===== src/rtl/ps_pkg.sv =====
// Shared definitions for the program sequencer of the 4-bit microprocessor.
//   OP_JMP / OP_JNZ : high nibbles of the two branch opcodes
//   NOP_OP          : ALU NOP byte used to fill ir at reset and on a flush
//   br_kind_e       : branch class decoded from an instruction byte
//   jmp_target()    : branch target {ir[3:0], 4'h0}
package ps_pkg;

    localparam logic [3:0] OP_JMP = 4'hE;
    localparam logic [3:0] OP_JNZ = 4'hF;
    localparam logic [7:0] NOP_OP = 8'hC8;

    typedef enum logic [1:0] {
        BR_NONE = 2'd0,
        BR_JMP  = 2'd1,
        BR_JNZ  = 2'd2
    } br_kind_e;

    function automatic br_kind_e decode_branch(input logic [7:0] instr);
        br_kind_e kind;
        kind = BR_NONE;
        if (instr[7:4] == OP_JMP) begin
            kind = BR_JMP;
        end else if (instr[7:4] == OP_JNZ) begin
            kind = BR_JNZ;
        end
        return kind;
    endfunction

    function automatic logic [7:0] jmp_target(input logic [7:0] instr);
        return {instr[3:0], 4'h0};
    endfunction

endpackage


===== src/rtl/program_sequencer_reset_sync.sv =====
// Reset synchroniser for the program sequencer.
// Asserts sync_reset asynchronously when reset_n falls and releases it
// synchronously SYNC_STAGES clock edges after reset_n rises.
// Ports:
//   clk        in   system clock
//   reset_n    in   asynchronous active-low reset
//   sync_reset out  active-high reset for downstream stages
module reset_sync #(
    parameter int unsigned SYNC_STAGES = 2
) (
    input  logic clk,
    input  logic reset_n,
    output logic sync_reset
);

    logic [SYNC_STAGES-1:0] chain_q;
    logic [SYNC_STAGES-1:0] chain_d;

    // Zeros shift in from bit 0; the output is the last stage.
    always_comb begin
        chain_d = {chain_q[SYNC_STAGES-2:0], 1'b0};
    end

    always_ff @(posedge clk or negedge reset_n) begin
        if (!reset_n) begin
            chain_q <= '1;
        end else begin
            chain_q <= chain_d;
        end
    end

    assign sync_reset = chain_q[SYNC_STAGES-1];

endmodule


===== src/rtl/program_sequencer.sv =====
// Fetch/sequencing front end of the 4-bit microprocessor (fetch + execute).
// Drives pm_addr from pc, registers each fetched byte into ir, resolves
// JMP/JNZ in the execute stage and generates sync_reset.
// Ports:
//   clk        in   system clock (posedge)
//   reset_n    in   asynchronous active-low reset
//   r_eq_0     in   zero flag from the computational unit
//   pm_data    in   program memory read data (combinational from pm_addr)
//   pm_addr    out  program memory address (= pc)
//   ir         out  execute-stage instruction register
//   pc         out  fetch-stage program counter
//   sync_reset out  active-high reset for downstream stages
//   branch_tkn out  1 for the cycle after a taken branch
// Configuration macro: SEQ_BRANCH_FLUSH_EN
//   defined   : taken branch loads NOP_OP into ir (fall-through squashed)
//   undefined : architectural delay slot, fall-through byte executes
module program_sequencer
    import ps_pkg::*;
#(
    parameter int unsigned PC_W         = 8,
    parameter logic [7:0]  RESET_VECTOR = 8'h00,
    parameter logic [7:0]  NOP_OP       = ps_pkg::NOP_OP,
    parameter int unsigned SYNC_STAGES  = 2
) (
    input  logic            clk,
    input  logic            reset_n,
    input  logic            r_eq_0,
    input  logic [7:0]      pm_data,
    output logic [PC_W-1:0] pm_addr,
    output logic [7:0]      ir,
    output logic [PC_W-1:0] pc,
    output logic            sync_reset,
    output logic            branch_tkn
);

    logic [PC_W-1:0] pc_q, pc_d;
    logic [7:0]      ir_q, ir_d;
    logic            branch_tkn_q, branch_tkn_d;
    br_kind_e        br_kind;
    logic            taken;

    reset_sync #(
        .SYNC_STAGES(SYNC_STAGES)
    ) u_reset_sync (
        .clk       (clk),
        .reset_n   (reset_n),
        .sync_reset(sync_reset)
    );

    // Branch resolution in the execute stage; JNZ uses the live r_eq_0.
    always_comb begin
        br_kind = decode_branch(ir_q);
        taken   = 1'b0;
        case (br_kind)
            BR_JMP:  taken = 1'b1;
            BR_JNZ:  taken = !r_eq_0;
            default: taken = 1'b0;
        endcase
    end

    always_comb begin
        pc_d         = pc_q + PC_W'(1);
        ir_d         = pm_data;
        branch_tkn_d = 1'b0;
        if (sync_reset) begin
            pc_d = PC_W'(RESET_VECTOR);
            ir_d = NOP_OP;
        end else if (taken) begin
            pc_d         = PC_W'(jmp_target(ir_q));
            branch_tkn_d = 1'b1;
`ifdef SEQ_BRANCH_FLUSH_EN
            ir_d         = NOP_OP;
`else
            ir_d         = pm_data;
`endif
        end
    end

    always_ff @(posedge clk or negedge reset_n) begin
        if (!reset_n) begin
            pc_q         <= PC_W'(RESET_VECTOR);
            ir_q         <= NOP_OP;
            branch_tkn_q <= 1'b0;
        end else begin
            pc_q         <= pc_d;
            ir_q         <= ir_d;
            branch_tkn_q <= branch_tkn_d;
        end
    end

    assign pc         = pc_q;
    assign pm_addr    = pc_q;
    assign ir         = ir_q;
    assign branch_tkn = branch_tkn_q;

endmodule


===== config.mk =====
export PLATFORM = sky130hd
export DESIGN_NAME = program_sequencer
export DESIGN_NICKNAME = d
export VERILOG_FILES = /design/src/rtl/ps_pkg.sv /design/src/rtl/program_sequencer_reset_sync.sv /design/src/rtl/program_sequencer.sv
export SDC_FILE = /design/constraint.sdc
export NUM_CORES = 1
export LEC_CHECK = 0
export CAP_MARGIN = 20
export CORE_MARGIN = 3
export CORE_UTILIZATION = 43
export CTS_CLUSTER_SIZE = 16
export DETAILED_ROUTE_END_ITERATION = 10
export PLACE_DENSITY = 0.93
export SLEW_MARGIN = 20
export SYNTH_ARGS = -nofsm -noshare
export SYNTH_HDL_FRONTEND = slang
export SYNTH_SLANG_ARGS = --single-unit
export TNS_END_PERCENT = 20

===== constraint.sdc =====
create_clock -name clk -period 2.6 [get_ports clk]
set_input_delay 0.52 -clock clk [delete_from_list [all_inputs] [get_ports clk]]
set_output_delay 0.52 -clock clk [all_outputs]
set_load 0.05 [all_outputs]

==> reports/metrics.csv, run 1 <==
stage,metric,value,unit
setup_path,reg2reg_slack,1090,ps
min_path,hold_path_depth,0,
floorplan,die-width,49.7,um
logic_synthesis,synth_top_flop_cell,sky130_fd_sc_hd__dfrtp_1,
setup_path,timing.critical_path.slowest_stage_cell,sky130_fd_sc_hd__clkdlybuf4s50_1,
setup_path,critical_path_arrival,1660,ps
routing,drt_pass1_iterations,4,
logic_synthesis,synth_edf_count,0,
sta,finClkSkew,2.69,ps
sta,period_share,83.9,%
floorplan,core_area,0.00176,sq mm
global_routing,grtUsageTotal,16.8,%
routing,detailedRoute.firstIterationViolations,7,
floorplan,floorplan.initialDensity,46.5,%
setup_path,critical_path.top_delay_family,buffers and inverters,
setup_path,setup.worst_path.end_class,primary output,
logic_synthesis,netlist_cell_types,26,
global_routing,maximum_number_of_pins_on_one_net_before_global_route_repair,20,
floorplan,die_height,49.7,um
logic_synthesis,synth_area_per_cell,11.2,sq um
power_and_ir_drop,total_power,0.650,mW
logic_synthesis,cell_types_with_the_largest_area_share_after_synthesis,"sky130_fd_sc_hd__dfrtp_1 43%, sky130_fd_sc_hd__dfstp_2 16%, sky130_fd_sc_hd__buf_4 7.3%, sky130_fd_sc_hd__nor2b_1 3.8%, sky130_fd_sc_hd__nor3_1 3.7%",
routing,routed_wl,1830,um
logic_synthesis,synth_top_cells_by_count,"14 x sky130_fd_sc_hd__dfrtp_1, 8 x sky130_fd_sc_hd__buf_4, 6 x sky130_fd_sc_hd__nor3_1",
clocking,cts.root.buffer_cell,sky130_fd_sc_hd__clkbuf_4,
finish,antenna_cells,0,
sta,timing_max_transition_violations_final,0,
placement,place_congestion,0.746,
setup_path,slowest_delay,810,ps
sta,max_freq,459,MHz
clocking,post_cts.repair.setup_buffers,0,
logic_synthesis,synthesis.area,820,sq um
power_and_ir_drop,comb_power_share,26.7,%
routing,num_vias,652,
clocking,clk_transition_reported_paths,110,ps
placement,input_output_buffers,36,
routing,detail_route.vias_per_cell,5.09,
finish,fraction_of_layout_cells_with_a_size_suffix_above_1,13.6,%
logic_synthesis,synth-async-reset-ratio,100,%
setup_path,crit_path_max_fanout,2,
setup_path,timing.critical_path.from,ir[7],
power_and_ir_drop,power_switching,0.217,mW
setup_path,r2r_start,pc[0],
sta,timing.final.crit_period,2180,ps
setup_path,cp_num_cells,1,
floorplan,ports_placed_on_the_boundary,37,
clocking,cts_hold_repair.buffers,0,
clocking,post_cts.resized_instances,0,
logic_synthesis,synth.ff_latch_count,19,
placement,dp.final_hpwl,1380,um
sta,number_of_failing_hold_endpoints_at_the_final_stage,0,
clocking,worst_skew_pair.late_latency,300,ps
power_and_ir_drop,power.share.clock,22.8,%
power_and_ir_drop,peak_supply_drop,390,uV
finish,num-fill-cells,144,
logic_synthesis,synth_area_leader_cell,sky130_fd_sc_hd__dfrtp_1,
setup_path,timing.rr.end,pc[6],
sta,tightest_slew,804,ps
global_routing,via_count_of_the_first_global_routing_pass,636,
routing,final_antenna_net_count,0,
finish,fin_area,0.00117,sq mm
min_path,hold_path_class,flop to flop,
power_and_ir_drop,seq_power_share,50.6,%
global_routing,grt_pass1_wl,3010,um
logic_synthesis,syn-instance-count,73,
routing,post_dr_wirelength_cell,14.3,um
outcome,run_status,completed,
setup_path,worst_ep_required_time,2080,ps
sta,final-setup-viol-count,0,
setup_path,criticalPathCategory,flop to primary output,
global_routing,globalRoute.totalOverflow,0,
logic_synthesis,mappedNetlistNets,85,
floorplan,dieArea,0.00247,sq mm
setup_path,depth_of_the_worst_register_to_register_path,4,
routing,drcViolationCount,0,
clocking,cts.path.max_buffers,2,
clocking,cts-buffers-inserted,3,
clocking,tritoncts,done,
setup_path,timing.critical_path.buf_inv,1,
finish,finish.cell_count_without_fillers,128,
clocking,cts_num_sinks,19,
finish,area_growth_syn_to_layout,43.1,%
power_and_ir_drop,internal_power,0.433,mW
logic_synthesis,synth-seq-area-share,58.8,%
power_and_ir_drop,sw_frac_of_total,33.5,%
setup_path,critical_path.startpoint_type,flop,
logic_synthesis,synth-warning-count,0,
run,max_cap_viol_count,0,
setup_path,cp_cell_sequence,clkdlybuf4s50_1,
sta,normalized_max_slew_margin,46.2,%
placement,dp_cells,124,
power_and_ir_drop,power.static_leakage,0.473,nW
sta,grt_setup_unrepaired,false,
logic_synthesis,most_frequent_cell_after_synthesis,sky130_fd_sc_hd__dfrtp_1,
floorplan,rows,15,
clocking,cts_max_level,1,
logic_synthesis,synth_largest_type_area_fraction,42.7,%
power_and_ir_drop,power_density,555,mW/mm^2
placement,placement.cell_area,0.00114,sq mm
setup_path,crit_end,ir[7],
sta,sum_of_negative_setup_slack,0,ps
finish,design.final.nets,116,
global_routing,antenna_violations_before_repair,0,
[registers in the layout (all words and copies together) (netlist names)]
signal / cells
branch_tkn: 1
pc: 8
u_reset_sync.chain_q: 2
ir: 8
[power by group through the flow]
stage,registers (mW),clock network [mW],logic (mW)
after floorplan,0.386,0,0.0589
after global placement,0.332,0,0.170
after detailed placement,0.334,0,0.173
after CTS,0.329,0.152,0.174
after global routing,0.332,0.163,0.181
final,0.329,0.148,0.173
[cell families (layout without fill, tap and decap cells)]
kind of cell | after synthesis | count (layout) | share of synthesized area [%]
other | 1 | 1 | 0.458
AND/OR/NAND/NOR | 29 | 29 | 20.0
flip-flops | 19 | 19 | 58.8
AO/OA/AOI/OAI | 8 | 8 | 6.56
buffers and inverters | 12 | 42 | 9.47
adder cells (fa/ha/maj) | 1 | 1 | 1.53
XOR/XNOR | 3 | 3 | 3.21
[layer usage]
| metal | global-route usage [%] | up-vias | routed length (um) |
|---|---|---|---|
| met5 | 0 | - | 0 |
| met4 | 8.29 | 0 | 38 |
| met3 | 6.95 | 5 | 207 |
| met2 | 28.6 | 36 | 922 |
| met1 | 17.5 | 311 | 659 |
| li1 | - | 300 | - |
[layout by cell type (no fill, tap or decap), types with 3 or more instances in the layout]
cell | Yosys | final
sky130_fd_sc_hd__a311oi_1 | 3 | 3
sky130_fd_sc_hd__clkbuf_4 | 0 | 3
sky130_fd_sc_hd__clkdlybuf4s50_1 | 0 | 36
sky130_fd_sc_hd__dfrtp_1 | 14 | 14
sky130_fd_sc_hd__dfstp_2 | 5 | 5
sky130_fd_sc_hd__nand3_1 | 3 | 3
sky130_fd_sc_hd__nor2b_1 | 5 | 5
sky130_fd_sc_hd__nor3_1 | 6 | 6
sky130_fd_sc_hd__o21ai_0 | 3 | 3
sky130_fd_sc_hd__or2_2 | 3 | 3
sky130_fd_sc_hd__or3_1 | 3 | 3
[worst min-delay path by stage]
| stage | start | to | slack [ps] |
|---|---|---|---|
| 3_5_place_dp | u_reset_sync.chain_q[0] | u_reset_sync.chain_q[1] | 360 |
| 2_1_floorplan | reset_n | branch_tkn | 220 |
| 3_3_place_gp | u_reset_sync.chain_q[0] | u_reset_sync.chain_q[1] | 350 |
| 4_1_cts | u_reset_sync.chain_q[0] | u_reset_sync.chain_q[1] | 380 |
| 5_1_grt | u_reset_sync.chain_q[0] | u_reset_sync.chain_q[1] | 360 |
| 6_report | u_reset_sync.chain_q[0] | u_reset_sync.chain_q[1] | 370 |
[metrics by stage]
step / utilization, % / hold WS (ps) / setup slack [ps]
floorplan: - / 224 / 895
CTS: 66.5 / 377 / 407
finish: 66.5 / 372 / 420
global placement: 64.9 / 351 / 776
detailed placement: 64.9 / 362 / 757
global route: 66.5 / 364 / 370
[layout make-up]
type / count / area (sq um) / share of cell area (%)
Clock buffer: 3 / 22.5 / 1.92
Timing Repair Buffer: 37 / 368 / 31.4
Sequential cell: 19 / 482 / 41.1
Clock inverter: 1 / 5.00 / 0.427
Tap cell: 25 / 31.3 / 2.67
Inverter: 1 / 3.75 / 0.320
Multi-Input combinational cell: 42 / 260 / 22.2
No activity file was read; power rests on OpenSTA's default activity.
==> run 2: changes to the inputs <==
Settings changed: CORE_UTILIZATION 43 to 36, PLACE_DENSITY 0.93 to 0.85.
Clock period 2.6 ns to 1.9 ns, I/O delays scaled along.
==> reports/metrics.csv, run 2 (synthesized netlist as in run 1, its figures left out) <==
stage,metric,value,unit
outcome,run_status,completed,
min_path,hold_path_class,flop to flop,
min_path,min_to,u_reset_sync.chain_q[1],
floorplan,die_height,53.7,um
setup_path,critical_path_arrival,1450,ps
routing,wirelength_met1,629,um
clocking,worst_skew_pair.late_latency,290,ps
power_and_ir_drop,power.static_leakage,0.521,nW
finish,fin_area,0.00114,sq mm
setup_path,depth_of_the_worst_register_to_register_path,4,
setup_path,critical_path.top_delay_family,buffers and inverters,
floorplan,core_area,0.00206,sq mm
sta,normalized_max_slew_margin,66.6,%
clocking,cts-buffers-inserted,3,
finish,area_growth_syn_to_layout,39.1,%
placement,place_congestion,0.792,
routing,routed_wl,1630,um
finish,antenna_cells,0,
clocking,tritoncts,done,
sta,final-setup-viol-count,0,
floorplan,dieArea,0.00288,sq mm
power_and_ir_drop,peak_supply_drop,398,uV
placement,placement.cell_area,0.00111,sq mm
sta,number_of_failing_hold_endpoints_at_the_final_stage,0,
routing,route.top_layer_used,met3,
global_routing,antenna_violations_before_repair,0,
global_routing,grt_pass1_wl,2540,um
floorplan,rows,16,
setup_path,r2r_start,pc[0],
setup_path,critical_path.startpoint_type,flop,
global_routing,via_count_of_the_first_global_routing_pass,585,
finish,final_cell_mix,"21 x sky130_fd_sc_hd__buf_4, 14 x sky130_fd_sc_hd__dfrtp_1, 14 x sky130_fd_sc_hd__clkdlybuf4s50_1",
clocking,cts_num_sinks,19,
power_and_ir_drop,power_density,771,mW/mm^2
setup_path,reg2reg_slack,430,ps
floorplan,die-width,53.7,um
routing,detailedRoute.firstIterationViolations,8,
min_path,hold_path_depth,0,
sta,timing_max_transition_violations_final,0,
routing,final_antenna_net_count,0,
setup_path,setup.worst_path.end_class,primary output,
placement,input_output_buffers,36,
setup_path,criticalPathCategory,flop to primary output,
setup_path,timing.critical_path.from,ir[5],
floorplan,floorplan.initialDensity,39.7,%
setup_path,worst_ep_required_time,1520,ps
routing,num_vias,634,
clocking,cts_max_level,1,
global_routing,grtUsageTotal,12.3,%
finish,num-fill-cells,195,
sta,sum_of_negative_setup_slack,0,ps
clocking,cts_hold_repair.buffers,0,
clocking,clk_transition_reported_paths,110,ps
sta,grt_setup_unrepaired,false,
setup_path,timing.rr.end,pc[6],
min_path,timing.hold.worst.start,u_reset_sync.chain_q[0],
setup_path,timing.critical_path.slowest_stage_cell,sky130_fd_sc_hd__clkdlybuf4s50_1,
routing,post_dr_wirelength_cell,12.5,um
global_routing,maximum_number_of_pins_on_one_net_before_global_route_repair,20,
finish,fraction_of_layout_cells_with_a_size_suffix_above_1,34.0,%
global_routing,globalRoute.totalOverflow,0,
placement,dp.final_hpwl,1310,um
routing,drt_pass1_iterations,4,
routing,drcViolationCount,0,
setup_path,slowest_delay,800,ps
setup_path,cp_cell_sequence,clkdlybuf4s50_1,
routing,wl_met3,139,um
finish,layout_commonest_cell,sky130_fd_sc_hd__buf_4,
run,max_cap_viol_count,0,
sta,period_share,96.4,%
setup_path,timing.critical_path.buf_inv,1,
clocking,cts.path.max_buffers,2,
sta,max_freq,546,MHz
sta,timing.final.crit_period,1830,ps
finish,design.final.nets,116,
clocking,post_cts.repair.setup_buffers,0,
sta,finClkSkew,6.32,ps
floorplan,ports_placed_on_the_boundary,37,
sta,tightest_slew,499,ps
routing,wl_met2,861,um
setup_path,crit_path_max_fanout,2,
clocking,cts.root.buffer_cell,sky130_fd_sc_hd__clkbuf_4,
routing,detail_route.vias_per_cell,4.88,
==> run 2: cell types whose count changed in the layout (fill, tap and decap cells not counted), sizes merged <==
cell	previous run	this run
dlymetal6s2s	0	1
clkinvlp	0	1
clkinv	1	0
buf	1	22
clkdlybuf4s50	36	14
==> run 2: power breakdown <==
part	internal [mW]	switching, mW
clock	0.0799	0.120
combinational	0.0774	0.147
sequential	0.430	0.0253
==> run 2: repair_timing <==
action,4_1_cts,5_1_grt
endpoints found under the setup margin,0,1
gates resized for setup,0,1
endpoints found under the hold margin,0,0
==> run 2: final cells by class <==
cell class	count	area, sq um	share of cell area (%)
timing repair buffer	37	330	29.0
tap	27	33.8	2.96
inverter	1	3.75	0.329
clock inverter	1	7.51	0.659
clock buffer	3	22.5	1.98
multi-input combinational	42	260	22.8
sequential	19	482	42.3
==> run 2: how the worst max path moves through the flow <==
stage,endpoint,slack [ps],cells past startpoint
finish,ir[5],70,1
global route,ir[5],10,1
CTS,ir[2],30,1
detailed placement,pc[5],250,4
global placement,pc[7],300,4
floorplan,pc[6],190,4
==> run 2: metal layers <==
metal | global-route usage, % | vias to the layer above
met3 | 3.05 | 0
met1 | 14.6 | 302
li1 | - | 303
met2 | 20.6 | 29
met5 | 0 | -
met4 | 5.96 | 0
==> run 2: per-stage QoR <==
step           std cells  utilization (%)  worst slack, ps  power, mW  hold WS (ps)
2_1_floorplan         73                -              195      0.609          84.4
3_3_place_gp         126             53.7              303      0.684           346
3_5_place_dp         126             53.7              252      0.689           347
4_1_cts              130             55.2             26.5      0.891           364
5_1_grt              130             55.3             12.2      0.928           369
6_report             130             55.3             69.1      0.879           362
